## src/rtl/grid_gen_pkg.sv

```systemverilog
// Shared types, saturation limits and the quarter-wave table generator for grid_voltage_gen.
package grid_gen_pkg;

    typedef enum logic [1:0] {
        QUAD_0 = 2'd0,
        QUAD_1 = 2'd1,
        QUAD_2 = 2'd2,
        QUAD_3 = 2'd3
    } quadrant_e;

    // pi scaled by 2^30, the fixed-point format used by the table generator
    localparam longint PI_Q30 = 64'sd3373259426;

    function automatic int max_pos(input int dw);
        return (32'sd1 <<< (dw - 1)) - 32'sd1;
    endfunction

    function automatic int max_neg(input int dw);
        return -max_pos(dw);
    endfunction

    // round(sin((k+0.5)*pi/(2N)) * max_pos), Taylor series to x^13 in Q30 integers
    function automatic int sin_lut_entry(input int k, input int addr_w, input int dw);
        longint x;
        longint x2;
        longint term;
        longint acc;
        x    = (longint'(2 * k + 1) * PI_Q30) / (64'sd4 <<< addr_w);
        x2   = (x * x) >>> 30;
        term = x;
        acc  = x;
        for (int n = 1; n <= 6; n++) begin
            term = -((term * x2) >>> 30) / longint'((2 * n) * (2 * n + 1));
            acc  = acc + term;
        end
        return int'((acc * longint'(max_pos(dw)) + (64'sd1 <<< 29)) >>> 30);
    endfunction

endpackage

```

## src/rtl/grid_voltage_gen_if.sv

```systemverilog
// AXI-Stream sample channel of grid_voltage_gen; width follows the lane count.
interface grid_voltage_gen_if #(
    parameter int TDATA_WIDTH = 12
);
    logic [TDATA_WIDTH-1:0] TDATA;
    logic                   TVALID;
    logic                   TREADY;
    logic                   TLAST;

    modport master (output TDATA, output TVALID, output TLAST, input TREADY);
    modport slave  (input TDATA, input TVALID, input TLAST, output TREADY);
endinterface

```

## src/rtl/sine_quarter_lut.sv

```systemverilog
// Quarter-wave sine ROM with synchronous read; COSINE_OUT_EN adds a second read port.
module sine_quarter_lut
    import grid_gen_pkg::*;
#(
    parameter int DATA_WIDTH = 12,
    parameter int ADDR_WIDTH = 8
) (
    input  logic                  clk_i,
    input  logic [ADDR_WIDTH-1:0] addr_a_i,
    output logic [DATA_WIDTH-1:0] data_a_o
`ifdef COSINE_OUT_EN
    ,
    input  logic [ADDR_WIDTH-1:0] addr_b_i,
    output logic [DATA_WIDTH-1:0] data_b_o
`endif
);
    localparam int N = 1 << ADDR_WIDTH;

    logic [DATA_WIDTH-1:0] rom_s [N];
    logic [DATA_WIDTH-1:0] data_a_q;

    for (genvar k = 0; k < N; k++) begin : g_rom
        localparam logic [DATA_WIDTH-1:0] ENTRY = DATA_WIDTH'(sin_lut_entry(k, ADDR_WIDTH, DATA_WIDTH));
        assign rom_s[k] = ENTRY;
    end

    // Registered read, port A.
    always_ff @(posedge clk_i) begin
        data_a_q <= rom_s[addr_a_i];
    end
    assign data_a_o = data_a_q;

`ifdef COSINE_OUT_EN
    logic [DATA_WIDTH-1:0] data_b_q;

    // Registered read, port B.
    always_ff @(posedge clk_i) begin
        data_b_q <= rom_s[addr_b_i];
    end
    assign data_b_o = data_b_q;
`endif

endmodule

```

## src/rtl/grid_voltage_gen.sv

```systemverilog
// Synthetic grid-voltage source: phase accumulator, quarter-wave sine, gain, AXI-Stream out.
// Define COSINE_OUT_EN to add a cosine lane packed above the sine lane.
module grid_voltage_gen
    import grid_gen_pkg::*;
#(
    parameter int DATA_WIDTH     = 12,
    parameter int PHASE_WIDTH    = 32,
    parameter int LUT_ADDR_WIDTH = 8,
    parameter int TICK_DIV       = 1000
) (
    input  logic                   Clk,
    input  logic                   Reset,
    input  logic                   Enable,
    input  logic [PHASE_WIDTH-1:0] PhaseInc,
    input  logic [DATA_WIDTH-1:0]  Amplitude,
    grid_voltage_gen_if.master     M_AXIS,
    output logic                   Overrun
);
`ifdef COSINE_OUT_EN
    localparam int LANES = 2;
`else
    localparam int LANES = 1;
`endif
    localparam int DW2   = 2 * DATA_WIDTH;
    localparam int CNT_W = $clog2(TICK_DIV);
    localparam logic [CNT_W-1:0]      CNT_LAST   = CNT_W'(TICK_DIV - 1);
    localparam logic [DW2-1:0]        ROUND_BIAS = DW2'(1) << (DATA_WIDTH - 2);
    localparam logic [DW2-1:0]        SAT_WIDE   = DW2'(max_pos(DATA_WIDTH));
    localparam logic [DATA_WIDTH-1:0] SAT_MAG    = DATA_WIDTH'(max_pos(DATA_WIDTH));

    logic [CNT_W-1:0]       tick_cnt_q, tick_cnt_d;
    logic [PHASE_WIDTH-1:0] phase_q, phase_d, phase_sum_s;
    logic                   phase_carry_s, tick_s;

    logic                                   s1_valid_q, s1_valid_d, s1_last_q, s1_last_d;
    logic [DATA_WIDTH-1:0]                  s1_amp_q, s1_amp_d;
    logic [LANES-1:0][LUT_ADDR_WIDTH-1:0]   s1_addr_q, s1_addr_d;
    logic [LANES-1:0]                       s1_neg_q, s1_neg_d;
    logic                                   s2_valid_q, s2_last_q;
    logic [DATA_WIDTH-1:0]                  s2_amp_q;
    logic [LANES-1:0]                       s2_neg_q;
    logic [LANES-1:0][DATA_WIDTH-1:0]       lut_s;
    logic [LANES*DATA_WIDTH-1:0]            sample_s;

    logic [LANES*DATA_WIDTH-1:0] tdata_q, tdata_d;
    logic tvalid_q, tvalid_d, tlast_q, tlast_d, overrun_q, overrun_d;

    assign tick_s = Enable && (tick_cnt_q == CNT_LAST);
    assign {phase_carry_s, phase_sum_s} = {1'b0, phase_q} + {1'b0, PhaseInc};

    sine_quarter_lut #(
        .DATA_WIDTH (DATA_WIDTH),
        .ADDR_WIDTH (LUT_ADDR_WIDTH)
    ) u_lut (
        .clk_i    (Clk),
        .addr_a_i (s1_addr_q[0]),
        .data_a_o (lut_s[0])
`ifdef COSINE_OUT_EN
        ,
        .addr_b_i (s1_addr_q[1]),
        .data_b_o (lut_s[1])
`endif
    );

    // Sample-rate divider and phase accumulator.
    always_comb begin
        tick_cnt_d = tick_cnt_q;
        phase_d    = phase_q;
        if (!Enable) begin
            tick_cnt_d = tick_cnt_q;
        end else if (tick_s) begin
            tick_cnt_d = {CNT_W{1'b0}};
            phase_d    = phase_sum_s;
        end else begin
            tick_cnt_d = tick_cnt_q + CNT_W'(1);
        end
    end

    // S1: quadrant fold into a LUT address plus sign, per lane.
    always_comb begin
        quadrant_e quad;
        quad       = QUAD_0;
        s1_valid_d = tick_s;
        s1_last_d  = s1_last_q;
        s1_amp_d   = s1_amp_q;
        s1_addr_d  = s1_addr_q;
        s1_neg_d   = s1_neg_q;
        if (tick_s) begin
            s1_last_d = phase_carry_s;
            s1_amp_d  = Amplitude;
            for (int l = 0; l < LANES; l++) begin
                // the cosine lane is a quarter turn ahead: only the quadrant changes
                quad = quadrant_e'(phase_q[PHASE_WIDTH-1 -: 2] + 2'(l));
                case (quad)
                    QUAD_0:  begin s1_addr_d[l] =  phase_q[PHASE_WIDTH-3 -: LUT_ADDR_WIDTH]; s1_neg_d[l] = 1'b0; end
                    QUAD_1:  begin s1_addr_d[l] = ~phase_q[PHASE_WIDTH-3 -: LUT_ADDR_WIDTH]; s1_neg_d[l] = 1'b0; end
                    QUAD_2:  begin s1_addr_d[l] =  phase_q[PHASE_WIDTH-3 -: LUT_ADDR_WIDTH]; s1_neg_d[l] = 1'b1; end
                    QUAD_3:  begin s1_addr_d[l] = ~phase_q[PHASE_WIDTH-3 -: LUT_ADDR_WIDTH]; s1_neg_d[l] = 1'b1; end
                    default: begin s1_addr_d[l] =  phase_q[PHASE_WIDTH-3 -: LUT_ADDR_WIDTH]; s1_neg_d[l] = 1'b0; end
                endcase
            end
        end else begin
            s1_valid_d = 1'b0;
        end
    end

    // S3: gain, round half-up, saturate, apply sign; then the AXIS output register.
    always_comb begin
        logic [DW2-1:0]        prod;
        logic [DW2-1:0]        rnd;
        logic [DATA_WIDTH-1:0] mag;
        prod      = {DW2{1'b0}};
        rnd       = {DW2{1'b0}};
        mag       = {DATA_WIDTH{1'b0}};
        sample_s  = {(LANES*DATA_WIDTH){1'b0}};
        tdata_d   = tdata_q;
        tlast_d   = tlast_q;
        tvalid_d  = tvalid_q;
        overrun_d = overrun_q;
        for (int l = 0; l < LANES; l++) begin
            prod = DW2'(lut_s[l]) * DW2'(s2_amp_q);
            rnd  = (prod + ROUND_BIAS) >> (DATA_WIDTH - 1);
            if (rnd > SAT_WIDE) begin
                mag = SAT_MAG;
            end else begin
                mag = rnd[DATA_WIDTH-1:0];
            end
            if (s2_neg_q[l]) begin
                sample_s[l*DATA_WIDTH +: DATA_WIDTH] = -mag;
            end else begin
                sample_s[l*DATA_WIDTH +: DATA_WIDTH] = mag;
            end
        end
        if (s2_valid_q && (!tvalid_q || M_AXIS.TREADY)) begin
            tvalid_d = 1'b1;
            tdata_d  = sample_s;
            tlast_d  = s2_last_q;
        end else if (s2_valid_q) begin
            // consumer stalled: keep the held sample, lose the new one, time keeps running
            overrun_d = 1'b1;
        end else if (M_AXIS.TREADY) begin
            tvalid_d = 1'b0;
        end else begin
            tvalid_d = tvalid_q;
        end
    end

    // State registers with synchronous reset.
    always_ff @(posedge Clk) begin
        if (Reset) begin
            tick_cnt_q <= {CNT_W{1'b0}};
            phase_q    <= {PHASE_WIDTH{1'b0}};
            s1_valid_q <= 1'b0;
            s1_last_q  <= 1'b0;
            s1_amp_q   <= {DATA_WIDTH{1'b0}};
            s1_addr_q  <= '0;
            s1_neg_q   <= {LANES{1'b0}};
            s2_valid_q <= 1'b0;
            s2_last_q  <= 1'b0;
            s2_amp_q   <= {DATA_WIDTH{1'b0}};
            s2_neg_q   <= {LANES{1'b0}};
            tdata_q    <= {(LANES*DATA_WIDTH){1'b0}};
            tvalid_q   <= 1'b0;
            tlast_q    <= 1'b0;
            overrun_q  <= 1'b0;
        end else begin
            tick_cnt_q <= tick_cnt_d;
            phase_q    <= phase_d;
            s1_valid_q <= s1_valid_d;
            s1_last_q  <= s1_last_d;
            s1_amp_q   <= s1_amp_d;
            s1_addr_q  <= s1_addr_d;
            s1_neg_q   <= s1_neg_d;
            s2_valid_q <= s1_valid_q;
            s2_last_q  <= s1_last_q;
            s2_amp_q   <= s1_amp_q;
            s2_neg_q   <= s1_neg_q;
            tdata_q    <= tdata_d;
            tvalid_q   <= tvalid_d;
            tlast_q    <= tlast_d;
            overrun_q  <= overrun_d;
        end
    end

    assign M_AXIS.TDATA  = tdata_q;
    assign M_AXIS.TVALID = tvalid_q;
    assign M_AXIS.TLAST  = tlast_q;
    assign Overrun       = overrun_q;

endmodule

```

## src/flat_wrapper.sv

```systemverilog
// flat-port wrapper written by rule: the top's interface ports become plain ports
module grid_voltage_gen_flat import grid_gen_pkg::*;
#(
    parameter int DATA_WIDTH     = 12,
    parameter int PHASE_WIDTH    = 32,
    parameter int LUT_ADDR_WIDTH = 8,
    parameter int TICK_DIV       = 1000
)
  (Clk, Reset, Enable, PhaseInc, Amplitude, Overrun, M_AXIS_TDATA, M_AXIS_TVALID, M_AXIS_TLAST, M_AXIS_TREADY);
  grid_voltage_gen_if #(.TDATA_WIDTH(((12)))) M_AXIS_i ();
  input  logic Clk;
  input  logic Reset;
  input  logic Enable;
  input  logic [PHASE_WIDTH-1:0] PhaseInc;
  input  logic [DATA_WIDTH-1:0] Amplitude;
  output logic Overrun;
  output wire logic [$bits(M_AXIS_i.TDATA)-1:0] M_AXIS_TDATA;
  output wire logic [$bits(M_AXIS_i.TVALID)-1:0] M_AXIS_TVALID;
  output wire logic [$bits(M_AXIS_i.TLAST)-1:0] M_AXIS_TLAST;
  input wire logic [$bits(M_AXIS_i.TREADY)-1:0] M_AXIS_TREADY;
  assign M_AXIS_TDATA = M_AXIS_i.TDATA;
  assign M_AXIS_TVALID = M_AXIS_i.TVALID;
  assign M_AXIS_TLAST = M_AXIS_i.TLAST;
  assign M_AXIS_i.TREADY = M_AXIS_TREADY;
  grid_voltage_gen #(.DATA_WIDTH(DATA_WIDTH), .PHASE_WIDTH(PHASE_WIDTH), .LUT_ADDR_WIDTH(LUT_ADDR_WIDTH), .TICK_DIV(TICK_DIV)) u_core (.Clk(Clk), .Reset(Reset), .Enable(Enable), .PhaseInc(PhaseInc), .Amplitude(Amplitude), .M_AXIS(M_AXIS_i), .Overrun(Overrun));
endmodule
```

## config.mk

```make
export PLATFORM = sky130hd
export DESIGN_NAME = grid_voltage_gen_flat
export DESIGN_NICKNAME = d
export VERILOG_FILES = /design/src/rtl/grid_gen_pkg.sv /design/src/rtl/grid_voltage_gen_if.sv /design/src/rtl/sine_quarter_lut.sv /design/src/rtl/grid_voltage_gen.sv /design/src/flat_wrapper.sv
export SDC_FILE = /design/constraint.sdc
export NUM_CORES = 1
export LEC_CHECK = 0
export ABC_AREA = 1
export BUFFER_PORTS_ARGS = -buffer_cell sky130_fd_sc_hd__clkbuf_2
export CAP_MARGIN = 20
export CORE_MARGIN = 5
export CORE_UTILIZATION = 56
export DETAILED_ROUTE_END_ITERATION = 10
export HOLD_SLACK_MARGIN = 0.02
export PLACE_DENSITY = 0.74
export SETUP_SLACK_MARGIN = 0.4
export SLEW_MARGIN = 30
export SYNTH_ARGS = -nofsm -noshare
export SYNTH_HDL_FRONTEND = slang
export SYNTH_SLANG_ARGS = --single-unit
```

## constraint.sdc

```tcl
create_clock -name Clk -period 8.6 [get_ports Clk]
set_input_delay 0.86 -clock Clk [delete_from_list [all_inputs] [get_ports Clk]]
set_output_delay 0.86 -clock Clk [all_outputs]
set_load 0.005 [all_outputs]
```

==> results.json, run 1 <==
{
  "status": "completed",
  "worstMarginPinSlew_ns": 0.894,
  "cts_num_sinks": 106,
  "ff2ff_setup_slack_ns": 2.42,
  "cts_hold_buffers": 0,
  "syn_nets": 2052,
  "max-cap-violations": 0,
  "grt_overflow": 0,
  "grt_pass1_wl_um": 56700,
  "gp_congestion": 1.00,
  "holdWs_ns": 0.409,
  "cp_slowest_cell": "dfxtp_1",
  "rr_worst_depth": 32,
  "synth_seq_area_share": 0.173,
  "hold_path_depth": 2,
  "place_hpwl_um": 26600,
  "clkTransAtPathRegs_ns": 0.08,
  "tritoncts": "built",
  "die-area_um2": 24900,
  "dp_cells": 2074,
  "grt_max_degree": 42,
  "power.leakage_nw": 7.04,
  "startpoint_type": "flip-flop",
  "ir_drop_uv": 136,
  "clockBufferDepth": 2,
  "initial_core_util": 0.565,
  "drt.antenna.violating_nets": 0,
  "worstSetupEndpointType": "flip-flop",
  "grt_pass1_vias": 11700,
  "via_count": 11900,
  "avgViaCountPerCell": 5.68,
  "clk_latency_ns": 0.36,
  "grt_util_all_layers": 0.277,
  "yosys-top-cells-area": "dfxtp_1 17%, fa_1 15%, nand2_1 13%, ha_1 12%, inv_1 9.2%",
  "diodes": 0,
  "r2r-start": "u_core.u_lut.data_a_o[4]",
  "yosysTopAreaCellShare": 0.173,
  "drtIter0Drc": 1035,
  "cts-htree-levels": 3,
  "final-instance-count-excl-fill": 2090,
  "rows": 54,
  "cp.arrival_ns": 6.44,
  "post-cts-setup-buffers": 0,
  "async_reset_ff_frac": 0,
  "synth-seq-cells": 106,
  "die_h_um": 158,
  "synth_cell_types": 54,
  "setup_viol": 0,
  "critPathMostFrequentCell": "inv_1",
  "finalNetCount": 2060,
  "die_w_um": 158,
  "setup.worst_path.class": "reg2reg",
  "slowest_delay_ns": 0.61,
  "power.density_nw_per_um2": 73.6,
  "antenna_found_initial": 0,
  "required_ns": 8.86,
  "ys.flop_type": "dfxtp_1",
  "syn-cell-area_um2": 12200,
  "critPathMaxFanout": 14,
  "finalCritPeriodShare": 0.719,
  "routed_wl_um": 34000,
  "clock.fmax_ghz": 0.162,
  "numPortBuffers": 62,
  "crit_start": "u_core.u_lut.data_a_o[4]",
  "drive_above_1_share": 0.0685,
  "hold_viol": 0,
  "first_pass_iters": 6,
  "hp-start": "u_core.s1_valid_q",
  "syn_avg_cell_area_um2": 6.82,
  "cts_root_buf": "clkbuf_16",
  "reg2reg_to": "u_core.M_AXIS.TDATA[8]",
  "ios": 63,
  "min_period_ns": 6.18,
  "core_um2": 21700,
  "syn_inst": 1797,
  "synth-edff-count": 0,
  "synth_top_area_cell": "dfxtp_1",
  "rsz0062_at_grt": "false",
  "cts_buffers": 9,
  "ys.warnings.count": 0,
  "worstSetupEndpoint": "u_core.M_AXIS.TDATA[8]",
  "ctsResizeCount": 0,
  "wl_per_cell_um": 16.3,
  "hold_path_class": "reg2reg",
  "skew_ns": 0.0170,
  "maxSlewHeadroom": 0.402,
  "area_growth_syn_to_layout_pct": 5.97,
  "drc": 0,
  "final_max_slew_viol_count": 0,
  "fin_setup_tns_ns": 0
}
kinds of logic after synthesis:
family | Yosys count | synth area share
XOR/XNOR | 32 | 0.0229
adder cells (fa/ha/maj) | 207 | 0.268
flip-flops | 106 | 0.173
AO/OA/AOI/OAI | 352 | 0.172
buffers and inverters | 384 | 0.119
AND/OR/NAND/NOR | 716 | 0.245
registers in the layout, indices dropped and copies added, names as in the netlist, 8 cells and up:
register / count
u_core.tick_cnt_q: 10
u_core.phase_q: 32
u_core.s1_amp_q: 12
u_core.u_lut.data_a_o: 11
u_core.s1_addr_q: 8
u_core.M_AXIS.TDATA: 12
u_core.s2_amp_q: 12
routing by layer:
layer | up-vias | GRT usage | wire [um]
met1 | 5440 | 0.359 | 14400
met5 | - | 0 | 0
met2 | 478 | 0.471 | 16100
met4 | 0 | 0.110 | 1420
met3 | 116 | 0.0314 | 2140
li1 | 5828 | - | -
Yosys cell counts (10+ instances only):
master,n
nand2_1,424
ha_1,115
xnor2_1,17
nand2_2,11
o22ai_1,16
o22a_1,12
inv_1,299
dfxtp_1,106
a31oi_1,10
nor2_1,140
nand3_1,67
nor3_1,24
a21oi_1,116
fa_1,92
nand4_1,15
xor2_1,15
clkbuf_1,59
o211ai_1,17
o21ai_0,112
placed cells by master (no fill, tap or decap), types with 9 or more instances in the layout:
master,instances
ha_1,115
nand2_1,424
a21oi_1,116
o21ai_0,112
inv_1,298
xor2_1,15
fa_1,92
o22ai_1,16
o22a_1,12
xnor2_1,17
dfxtp_1,106
nand2_2,11
nor3_1,24
clkbuf_16,9
nand3_1,67
a31oi_1,10
o211ai_1,17
nor2_1,140
nand4_1,15
clkbuf_2,62
through the flow:
stage,power [mW],util,instance area (um2),worst slack [ns]
final,0.955,0.598,13000,2.42
after global routing,0.993,0.598,13000,1.89
after CTS,0.966,0.598,13000,2.44
after detailed placement,0.551,0.584,12700,2.45
after global placement,0.551,0.584,12700,2.57
after floorplan,0.532,-,12200,2.89
final cells by class:
cell class	count	area (um2)
repair buffers	70	370
well taps	280	350
clock inverters	7	77.6
flip-flops and latches	106	2120
clock buffers	9	225
inverters	311	1170
multi-input cells	1307	8670
fillers	2094	8710
where the power goes:
part	switching (mW)	internal, mW	total, mW	leakage (nW)
Combinational	0.0306	0.0179	0.0485	6.04
Clock	0.208	0.207	0.415	0.144
Sequential	0.000756	0.491	0.492	0.854
worst min path at each step:
stage                                    to  slack, ns
after floorplan           u_core.s2_valid_q       0.39
after global placement    u_core.s2_valid_q       0.40
after detailed placement  u_core.s2_valid_q       0.40
after CTS                 u_core.s2_valid_q       0.41
after global routing      u_core.s2_valid_q       0.43
final                     u_core.s2_valid_q       0.41
critical path, delay by kind of cell (launching register included):
family                   cells  cell delay (ns)
adder cells (fa/ha/maj)      7             3.05
AND/OR/NAND/NOR             15             1.82
AO/OA/AOI/OAI                1             0.14
flip-flops                   1             0.61
buffers and inverters        9             0.46
Power figures use the tool's default switching activity.
==> run 2, diff against run 1 <==
PLACE_DENSITY = 0.77   (was 0.74)
clock period = 5.5 ns   (was 8.6 ns; I/O delays follow)
==> run 2 against run 1 <==
  * Sequential power increased by 55%
  * Clock power up 54%
  * Power grew 55%
  * Routed wire length rose by 7.7%
  * Register-to-register slack got worse by 2.4 ns
  * Non-clock buffer count rose by 72
  * Highest routed layer unchanged
==> results.json, run 2 (synthesis results as in run 1) <==
{
  "status": "completed",
  "largest_register_ffs": 32,
  "gp_congestion": 0.987,
  "routed_wl_um": 36700,
  "min_period_ns": 5.46,
  "area_growth_syn_to_layout_pct": 14.4,
  "mostFrequentLayoutCells": "398 x nand2_1, 286 x inv_1, 137 x nor2_1",
  "cts_hold_buffers": 0,
  "via_count": 12400,
  "diodes": 0,
  "cts_num_sinks": 106,
  "worstSetupEndpointType": "flip-flop",
  "slowest_delay_ns": 0.52,
  "grt_util_all_layers": 0.297,
  "wl_per_cell_um": 17.0,
  "hp-start": "u_core.s1_amp_q[2]",
  "cts_buffers": 9,
  "grt_pass1_vias": 12500,
  "max-cap-violations": 0,
  "hold_path_depth": 2,
  "grt_overflow": 0,
  "power.leakage_nw": 7.52,
  "clockBufferDepth": 2,
  "critPathMaxFanout": 6,
  "finalNetCount": 2132,
  "power.density_nw_per_um2": 105,
  "finalCritPeriodShare": 0.992,
  "top_register": "u_core.phase_q",
  "cp.arrival_ns": 5.73,
  "drive_above_1_share": 0.151,
  "p_total_mw": 1.48,
  "final_max_slew_viol_count": 0,
  "rows": 54,
  "stdcell_area_um2": 14000,
  "core_um2": 21700,
  "seqCellArea_um2": 2180,
  "die_h_um": 158,
  "ff2ff_setup_slack_ns": 0.04,
  "setup_viol": 0,
  "maxSlewHeadroom": 0.386,
  "critPathMostFrequentCell": "nand2_1",
  "avgViaCountPerCell": 5.75,
  "clkTransAtPathRegs_ns": 0.08,
  "die-area_um2": 24900,
  "cp_slowest_cell": "fa_2",
  "tritoncts": "built",
  "reg2reg_to": "u_core.M_AXIS.TDATA[8]",
  "ir_drop_uv": 129,
  "dpl-instance-area_um2": 13200,
  "skew_ns": 0.0205,
  "clock.fmax_ghz": 0.183,
  "grt_pass1_wl_um": 60300,
  "initial_core_util": 0.565,
  "drc": 0,
  "startpoint_type": "flip-flop",
  "hold_path_class": "reg2reg",
  "worstHoldEndpoint": "u_core.s2_amp_q[2]",
  "drtIter0Drc": 926,
  "multi_input_area_um2": 9070,
  "nFillCells": 1898,
  "rsz0062_at_grt": "true",
  "crit_start": "u_core.u_lut.data_a_o[5]",
  "ios": 63,
  "required_ns": 5.77,
  "place_hpwl_um": 27900,
  "final_common_cell": "nand2_1",
  "clk_latency_ns": 0.36,
  "first_pass_iters": 5,
  "drt.antenna.violating_nets": 0,
  "cts_root_buf": "clkbuf_16",
  "cts-htree-levels": 3,
  "utilization": 0.646,
  "worstMarginPinSlew_ns": 0.916,
  "setup.worst_path.class": "reg2reg",
  "hold_viol": 0,
  "die_w_um": 158,
  "antenna_found_initial": 0,
  "r2r-start": "u_core.u_lut.data_a_o[5]",
  "rr_worst_depth": 33,
  "grt_max_degree": 41,
  "numPortBuffers": 62
}
==> run 2: cell count changes in the layout (fill, tap and decap cells not counted), moves of 13 or more <==
cell     change
nand2_1     -26
nand2_2     +18
dfxtp_1     -19
buf_4       +64
dfxtp_4     +14
ha_1        -13
==> run 2: metal layers <==
metal | track usage | wire length, um | vias up
li1 | - | - | 5980
met5 | 0 | 0 | -
met3 | 0.0399 | 1840 | 131
met2 | 0.507 | 17700 | 435
met1 | 0.371 | 15500 | 5884
met4 | 0.141 | 1600 | 0
==> run 2: critical path: cells and delay by family (launching register included) <==
family / cells / cell delay [ns]
and+or+nand+nor: 18 / 1.58
buffers and inverters: 7 / 0.43
DFF: 1 / 0.40
AOI/OAI and AO/OA: 1 / 0.12
adders and majority gates: 7 / 2.84
==> run 2: timing repair <==
| item | 4_1_cts | 5_1_grt |
|---|---|---|
| buffers inserted | 22 | 8 |
| gates resized for setup | 54 | 46 |
| endpoints found under the setup margin | 11 | 12 |
| pin swaps | 34 | 28 |
==> run 2: how the worst max path moves through the flow <==
stage / to / slack, ns / cells past startpoint
2_1_floorplan: u_core.M_AXIS.TDATA[8] / 0.18 / 32
3_3_place_gp: u_core.M_AXIS.TDATA[8] / -0.05 / 32
3_5_place_dp: u_core.M_AXIS.TDATA[6] / -0.14 / 29
4_1_cts: u_core.M_AXIS.TDATA[8] / 0.11 / 35
5_1_grt: u_core.M_AXIS.TDATA[8] / -0.24 / 34
6_report: u_core.M_AXIS.TDATA[8] / 0.04 / 33
==> run 2: through the flow <==
| stage | setup TNS, ns | cells | setup WS (ns) | hold slack [ns] |
|---|---|---|---|---|
| 2_1_floorplan | 0 | 1797 | 0.182 | 0.388 |
| 3_3_place_gp | -0.0824 | 2116 | -0.0509 | 0.397 |
| 3_5_place_dp | -0.450 | 2116 | -0.141 | 0.404 |
| 4_1_cts | 0 | 2154 | 0.105 | 0.411 |
| 5_1_grt | -1.17 | 2162 | -0.244 | 0.424 |
| 6_report | 0 | 2162 | 0.0433 | 0.409 |
==> run 2: layout make-up <==
class | instances | area share
multi-input cells | 1307 | 0.647
flip-flops and latches | 106 | 0.156
inverters | 311 | 0.0833
repair buffers | 142 | 0.0680
well taps | 280 | 0.0250
clock buffers | 10 | 0.0163
clock inverters | 6 | 0.00438
==> run 2: power by group <==
group	leakage [nW]	switching [mW]	total (mW)	internal [mW]
clock network	0.143	0.320	0.639	0.319
registers	0.867	0.00115	0.762	0.761
logic	6.51	0.0490	0.0770	0.0279
